File: src/rtl/shift_unit_mc.sv
// Iterative shift unit: SLL/SRL/SRA/pass on a 32-bit operand, STEP bits per cycle.
// Handshake is start -> busy while running -> one-cycle done with result held afterwards.
module shift_unit_mc #(
  parameter int WIDTH = 32,
  parameter int STEP  = 1
) (
  input  logic             clk,
  input  logic             rst,
  input  logic             start,
  input  logic [1:0]       op,
  input  logic [WIDTH-1:0] a,
  input  logic [4:0]       shamt,
  output logic             busy,
  output logic             done,
  output logic [WIDTH-1:0] result
);

  typedef enum logic [1:0] {
    S_IDLE,
    S_RUN,
    S_DONE
  } state_t;

  localparam logic [1:0] OP_SLL  = 2'd0;
  localparam logic [1:0] OP_SRL  = 2'd1;
  localparam logic [1:0] OP_SRA  = 2'd2;
  localparam logic [1:0] OP_PASS = 2'd3;
  localparam logic [5:0] STEP_R  = 6'(STEP);

  state_t           state, state_nxt;
  logic [WIDTH-1:0] acc, acc_nxt;
  logic [5:0]       rem, rem_nxt;
  logic [1:0]       kind, kind_nxt;
  logic [5:0]       k;
  logic [5:0]       load_rem;
  logic             accept;

  always_ff @(posedge clk or negedge rst) begin
    if (!rst) begin
      state <= S_IDLE;
      acc   <= '0;
      rem   <= '0;
      kind  <= '0;
    end else begin
      state <= state_nxt;
      acc   <= acc_nxt;
      rem   <= rem_nxt;
      kind  <= kind_nxt;
    end
  end

  always_comb begin
    state_nxt = state;
    acc_nxt   = acc;
    rem_nxt   = rem;
    kind_nxt  = kind;
    k         = '0;
    accept    = start && (state == S_IDLE || state == S_DONE);
    load_rem  = (op == OP_PASS) ? 6'd0 : {1'b0, shamt};

    if (state == S_RUN) begin
      // Clamp the last step to what remains so the total never overshoots shamt.
      k = (rem < STEP_R) ? rem : STEP_R;
      unique case (kind)
        OP_SLL:  acc_nxt = acc << k;
        OP_SRL:  acc_nxt = acc >> k;
        OP_SRA:  acc_nxt = $signed(acc) >>> k;
        default: acc_nxt = acc;
      endcase
      rem_nxt   = rem - k;
      state_nxt = (rem_nxt == 6'd0) ? S_DONE : S_RUN;
    end else if (accept) begin
      acc_nxt   = a;
      kind_nxt  = op;
      rem_nxt   = load_rem;
      state_nxt = (load_rem == 6'd0) ? S_DONE : S_RUN;
    end else begin
      state_nxt = S_IDLE;
    end
  end

  assign busy   = (state == S_RUN);
  assign done   = (state == S_DONE);
  assign result = acc;

endmodule

File: config.mk
export PLATFORM = sky130hd
export DESIGN_NAME = shift_unit_mc
export DESIGN_NICKNAME = d
export VERILOG_FILES = /design/src/rtl/shift_unit_mc.sv
export SDC_FILE = /design/constraint.sdc
export NUM_CORES = 1
export LEC_CHECK = 0
export CAP_MARGIN = 20
export CORE_ASPECT_RATIO = 1.1
export CORE_UTILIZATION = 50
export CTS_CLUSTER_DIAMETER = 200
export DETAILED_ROUTE_END_ITERATION = 12
export PLACE_DENSITY_LB_ADDON = 0.12
export REMOVE_ABC_BUFFERS = 1
export SYNTH_ARGS = -nofsm -noshare
export SYNTH_HDL_FRONTEND = slang
export SYNTH_SLANG_ARGS = --single-unit
File: constraint.sdc
create_clock -name clk -period 2.9 [get_ports clk]
set_input_delay 0.58 -clock clk [delete_from_list [all_inputs] [get_ports clk]]
set_output_delay 0.58 -clock clk [all_outputs]
set_load 0.02 [all_outputs]
==> results of run 1 <==
==> power groups by stage <==
stage | sequential [uW] | combinational (uW) | clock [uW]
after floorplan | 1320 | 1680 | 0
after global placement | 1160 | 2740 | 0
after detailed placement | 1160 | 2800 | 0
after CTS | 1150 | 2800 | 490
after global routing | 1200 | 3040 | 511
final | 1160 | 2800 | 481
==> layout make-up <==
type                    instances  area [um2]  area share
flip-flops and latches         42        1051      0.3185
inverters                       4       15.01    0.004551
repair buffers                 82       798.3      0.2419
clock buffers                   6       82.58     0.02503
multi-input cells             175        1252      0.3796
well taps                      56       70.07     0.02124
clock inverters                 1       30.03    0.009101
==> cell usage after synthesis (all sizes together) (2+ instances only) <==
master / instances / share of area
a21oi: 6 / 0.012
a221o: 30 / 0.12
a22oi: 3 / 0.0093
buf: 10 / 0.030
clkbuf: 8 / 0.012
dfrtp: 42 / 0.44
ha: 4 / 0.021
inv: 4 / 0.0062
mux2i: 30 / 0.12
nand2: 11 / 0.017
nand2b: 6 / 0.016
nand3: 2 / 0.0041
nand4: 4 / 0.010
nor2: 41 / 0.064
nor2b: 4 / 0.010
nor3: 2 / 0.0062
nor4: 5 / 0.013
o2111ai: 2 / 0.0098
o211ai: 2 / 0.0062
o21ai: 7 / 0.015
o31ai: 2 / 0.0062
or3: 2 / 0.0073
==> worst max-delay path, stage by stage, from the launching register on <==
cell             delay [ns]
dfrtp_1                0.37
nand2b_1               0.36
inv_2                  0.32
clkdlybuf4s50_1        0.65
==> metrics by stage <==
step           setup slack (ns)    util  std cells  power (uW)
6_report                 0.3126  0.7093        366        4434
5_1_grt                  0.1884  0.7093        366        4746
4_1_cts                  0.3013  0.7093        366        4447
3_5_place_dp             0.5011  0.6850        359        3957
3_3_place_gp             0.5693  0.6850        359        3899
2_1_floorplan           -0.5526       -        221        3002
==> kinds of logic (layout without fill, tap and decap cells) <==
logic type      count (synthesis)  in the layout
compound gates                 59             59
mux                            30             30
fa+ha+maj                       4              4
simple gates                   82             82
flops                          42             42
buf+inv                        22             93
==> flip-flops by register name, indices dropped and copies added, names as in the netlist <==
signal  count
rem         6
result     32
state       2
kind        2
==> path summary, 6_finish.rpt <==
| path | to | startpoint |
|---|---|---|
| max | busy | state[1] |
| min | rem[2] | rst |
| max reg2reg | result[6] | kind[0] |
| min reg2reg | rem[5] | rem[5] |
| max in group asynchronous | result[11] | rst |
| min in group clk | rem[5] | rem[5] |
==> per-layer routing <==
layer  wire [um]  vias up
met4          73        0
met3         353        7
met5           0        -
met2        2785       62
li1            -     1040
met1        2715     1043
==> results.txt, run 1 <==
Met3 track demand over resource - 0.07727
Unrepaired setup endpoints after global routing - no
Cell-internal power - 2464 uW
DR WL/cell - 16.19 um
Worst vdd ir - 0.6127 mV
GRT Resource Usage Total - 0.2508
Final critical delay including setup and external delays - 2.587 ns
CTS-repair resized insts - 0
Post-synthesis share of cell area spent on xor and xnor gates - 0
Layout cell share with drive strength beyond 1 - 0.07419
Post-synth EDFFs - 0
Die outline area - 5112 um2
Via count normalized by instance count - 5.880
Worst min path class - primary input to async pin
Insertion delay of the later-clocked pin in the worst-skew pair - 0.30 ns
Reg2reg path depth - 7
CTS buffer count - 5
Met2 global-route usage - 0.4074
Initial core utilization - 0.5191
Maximum Capacitance Violations - 0
Iteration count of the initial detailed-routing pass - 4
Critical path startpoint category - register
I/O pin total - 76
CP max FO - 14
Basic-gate share of the synthesized area counting and, or, nand and nor cells - 0.1642
Most instantiated flip-flop cell in the synthesis netlist - dfrtp_1
Synth-to-layout area growth - 36.63%
Switching power summed over all nets - 1970 uW
Post-route cell area - 3299 um2
Layout net count - 356
Critical Setup Path Class - register to output pin
Area of the core - 4652 um2
Sequential-to-total area share from yosys stat - 0.4352
PD cells - 1344 nW/um2
Global placement routability congestion - 0.8439
Count of fill cells added during filler insertion - 389
Instance count of the mapped netlist - 239
Number of core rows - 26
Most frequent cells in the layout - clkdlybuf4s50_1 (74), dfrtp_1 (42), nor2_1 (41)
Main combinational cell family by area after synthesis - compound AO/OA/AOI/OAI gates
Count of warnings emitted by yosys - 0
Netlist area before placement - 2415 um2
Slew at the pin with the worst max-slew slack - 0.9225 ns
Gr busiest metal - met2
Endpoint type of the worst setup path - output pin
Initial antenna violation count - 0
Adder and majority cell fraction of the synthesized area - 0.02073
Hold slack final - 0.4096 ns
Met1 Use GR - 0.3185
Most common cell after layout, fill and taps aside - clkdlybuf4s50_1
Count of hold-fix buffers inserted at cts - 0
Portion of the clock cycle consumed by the worst path in the final layout - 0.8922
Congestion Overflow GR - 0
Leakage dissipation - 0.001424 uW
Critical path data arrival time - 2.01 ns
Die outline width - 68.26 um
CTS tree - yes
Drt first-iter violations - 152
Area after detailed placement - 3187 um2
Count of antenna diodes in the layout - 0
Relative max-transition margin - 0.3850
Htree depth - 2
Total Routed Length - 5927 um
Total via count in the routed design - 2,152
Die span in y - 74.89 um
Share of the synthesized area in compound gates (AO/OA/AOI/OAI) - 0.2073
FF-to-FF setup slack - 0.49 ns
Unique masters post-synth - 40
Switching Share - 0.4442
Proportion of register bits with asynchronous set or reset after synthesis - 1.000
Maximum achievable frequency - 386.5 MHz
Largest net degree at the start of global routing - 43
Via count of the first global-routing pass - 2,072
Port Buffers - 75
Number of buffers on the longest clock path - 2
Post-detailed-route DRC marker count - 0
Outcome - completed
Clock network fraction of total power - 0.108
Fraction of power consumed by combinational cells - 0.631
Slew Viols, Final - 0
Wire length of the first global-routing pass - 9625 um
Setup skew after layout - 0.005713 ns
Clock Tree Root - clkbuf_8
Final hold viol count - 0
Syn_area_per_cell - 10.10 um2
Post-CTS setup buffer count - 0
Dpl hpwl - 4118 um
Total clock sinks - 42
Part of the power in registers - 0.261
Number of nets still failing antenna checks after routing - 0
TNS Setup - 0 ns
Required time of the worst setup path - 2.32 ns
Clock transition at path regs - 0.08 ns
Mux cell area share after synthesis - 0.1244
Register bit count reported by yosys - 42
Total setup violations reported at the end of the flow - 0
Note: power is estimated with default switching activity, not from simulation.
==> run 2, diff against run 1 <==
--- a/config.mk
+++ b/config.mk
@@ -10,8 +10,9 @@
 export CORE_UTILIZATION = 50
 export CTS_CLUSTER_DIAMETER = 200
 export DETAILED_ROUTE_END_ITERATION = 12
-export PLACE_DENSITY_LB_ADDON = 0.12
+export PLACE_DENSITY = 0.95
 export REMOVE_ABC_BUFFERS = 1
+export SLEW_MARGIN = 20
 export SYNTH_ARGS = -nofsm -noshare
 export SYNTH_HDL_FRONTEND = slang
 export SYNTH_SLANG_ARGS = --single-unit
==> results.txt, run 2 (synthesized netlist as in run 1, its figures left out) <==
Outcome - completed
Pwr Total - 4476 uW
Hold slack final - 0.4133 ns
CTS tree - yes
Clock network fraction of total power - 0.103
Total via count in the routed design - 2,247
Initial antenna violation count - 0
Count of fill cells added during filler insertion - 361
CTS-repair resized insts - 0
Fraction of power consumed by combinational cells - 0.634
DR WL/cell - 17.25 um
Count of hold-fix buffers inserted at cts - 0
Iteration count of the initial detailed-routing pass - 4
CP max FO - 29
Slew Viols, Final - 0
Area of combinational cells with multiple inputs - 1252 um2
Clock transition at path regs - 0.08 ns
Critical Setup Path Class - register to register
Via count of the first global-routing pass - 2,184
Count of antenna diodes in the layout - 0
Maximum Capacitance Violations - 0
Largest net degree at the start of global routing - 43
Endpoint type of the worst setup path - register
FF+latch area - 1051 um2
Number of buffers on the longest clock path - 2
Number of nets still failing antenna checks after routing - 0
Critical path data arrival time - 2.57 ns
Slack of the critical path - 0.5121 ns
Critical path startpoint category - register
Minimum setup slack after placement - 0.5396 ns
Via count normalized by instance count - 6.106
Initial core utilization - 0.5191
Die outline width - 68.26 um
Post-detailed-route DRC marker count - 0
Synth-to-layout area growth - 36.84%
Maximum achievable frequency - 418.8 MHz
Layout net count - 357
Post-CTS setup buffer count - 0
Final hold viol count - 0
Part of the power in registers - 0.263
Worst vdd ir - 0.7039 mV
Required time of the worst setup path - 3.08 ns
Final critical delay including setup and external delays - 2.388 ns
Relative max-transition margin - 0.3861
GRT Resource Usage Total - 0.2716
Die outline area - 5112 um2
PD cells - 1354 nW/um2
Layout cell share with drive strength beyond 1 - 0.07692
Total setup violations reported at the end of the flow - 0
Setup skew after layout - 0.008713 ns
Area of the core - 4652 um2
Congestion Overflow GR - 0
CTS buffer count - 5
Cell-internal power - 2454 uW
I/O pin total - 76
Slew at the pin with the worst max-slew slack - 0.9208 ns
Total clock sinks - 42
Htree depth - 2
Die span in y - 74.89 um
Leakage dissipation - 0.001423 uW
Max reg flops - 32
Global placement routability congestion - 0.8752
Unrepaired setup endpoints after global routing - no
Portion of the clock cycle consumed by the worst path in the final layout - 0.8234
Worst min path class - primary input to async pin
Wire length of the first global-routing pass - 10,290 um
Area after detailed placement - 3194 um2
Drt first-iter violations - 216
Switching power summed over all nets - 2022 uW
Clock Tree Root - clkbuf_8
Most frequent cells in the layout - clkdlybuf4s50_1 (74), dfrtp_1 (42), nor2_1 (41)
Total Routed Length - 6348 um
FF-to-FF setup slack - 0.51 ns
Most common cell after layout, fill and taps aside - clkdlybuf4s50_1
Insertion delay of the later-clocked pin in the worst-skew pair - 0.30 ns
Post-route cell area - 3304 um2
Non-filler cells in the finished layout - 368
Port Buffers - 75
Switching Share - 0.4517
Number of cells after detailed placement - 360
Number of core rows - 26
Dpl hpwl - 4291 um
-- run 2: cell count changes in the layout (fill, tap and decap cells not counted), sizes merged --
cell / previous run / this run
clkinvlp: 0 / 1
buf: 8 / 9
-- run 2: per-stage QoR --
step / setup TNS [ns] / util
floorplan: -16.03 / -
global placement: 0 / 0.6867
detailed placement: 0 / 0.6867
CTS: 0 / 0.7103
global route: 0 / 0.7103
finish: 0 / 0.7103
-- run 2: area by class of cell --
cell class | instances | area share
well taps | 56 | 0.02120
repair buffers | 83 | 0.2438
clock buffers | 6 | 0.02196
inverters | 4 | 0.004544
clock inverters | 2 | 0.01136
flip-flops and latches | 42 | 0.3181
multi-input cells | 175 | 0.3790
-- run 2: path summary, 6_finish.rpt --
path,startpoint,end,cells past startpoint
max reg2reg,kind[1],result[29],8
max in group asynchronous,rst,rem[5],1
min reg2reg,rem[5],rem[5],2
min in group clk,rem[5],rem[5],2
max,kind[1],result[29],8
min,rst,result[0],1
-- run 2: critical path, cell delays in order (launching register included) --
cell and delay [ns]:
dfrtp_1 0.36, inv_1 0.07, ha_2 0.34, buf_4 0.23, or3b_2 0.49, o2111ai_2 0.08, buf_4 0.32, nor2_1 0.10
a221o_1 0.27
-- run 2: power groups by stage --
stage                     registers [uW]  clock network [uW]  logic [uW]
after detailed placement            1170                   0        2820
after floorplan                     1320                   0        1680
after CTS                           1170                 466        2830
after global routing                1210                 496        3080
after global placement              1160                   0        2740
final                               1180                 460        2840
-- run 2: routing by layer --
metal  wire length [um]  track usage  vias up
li1                   -            -     1044
met1               2800       0.3618     1092
met2               3077       0.4314      102
met3                398      0.07273        9
met4                 72      0.08102        0
met5                  0            0        -
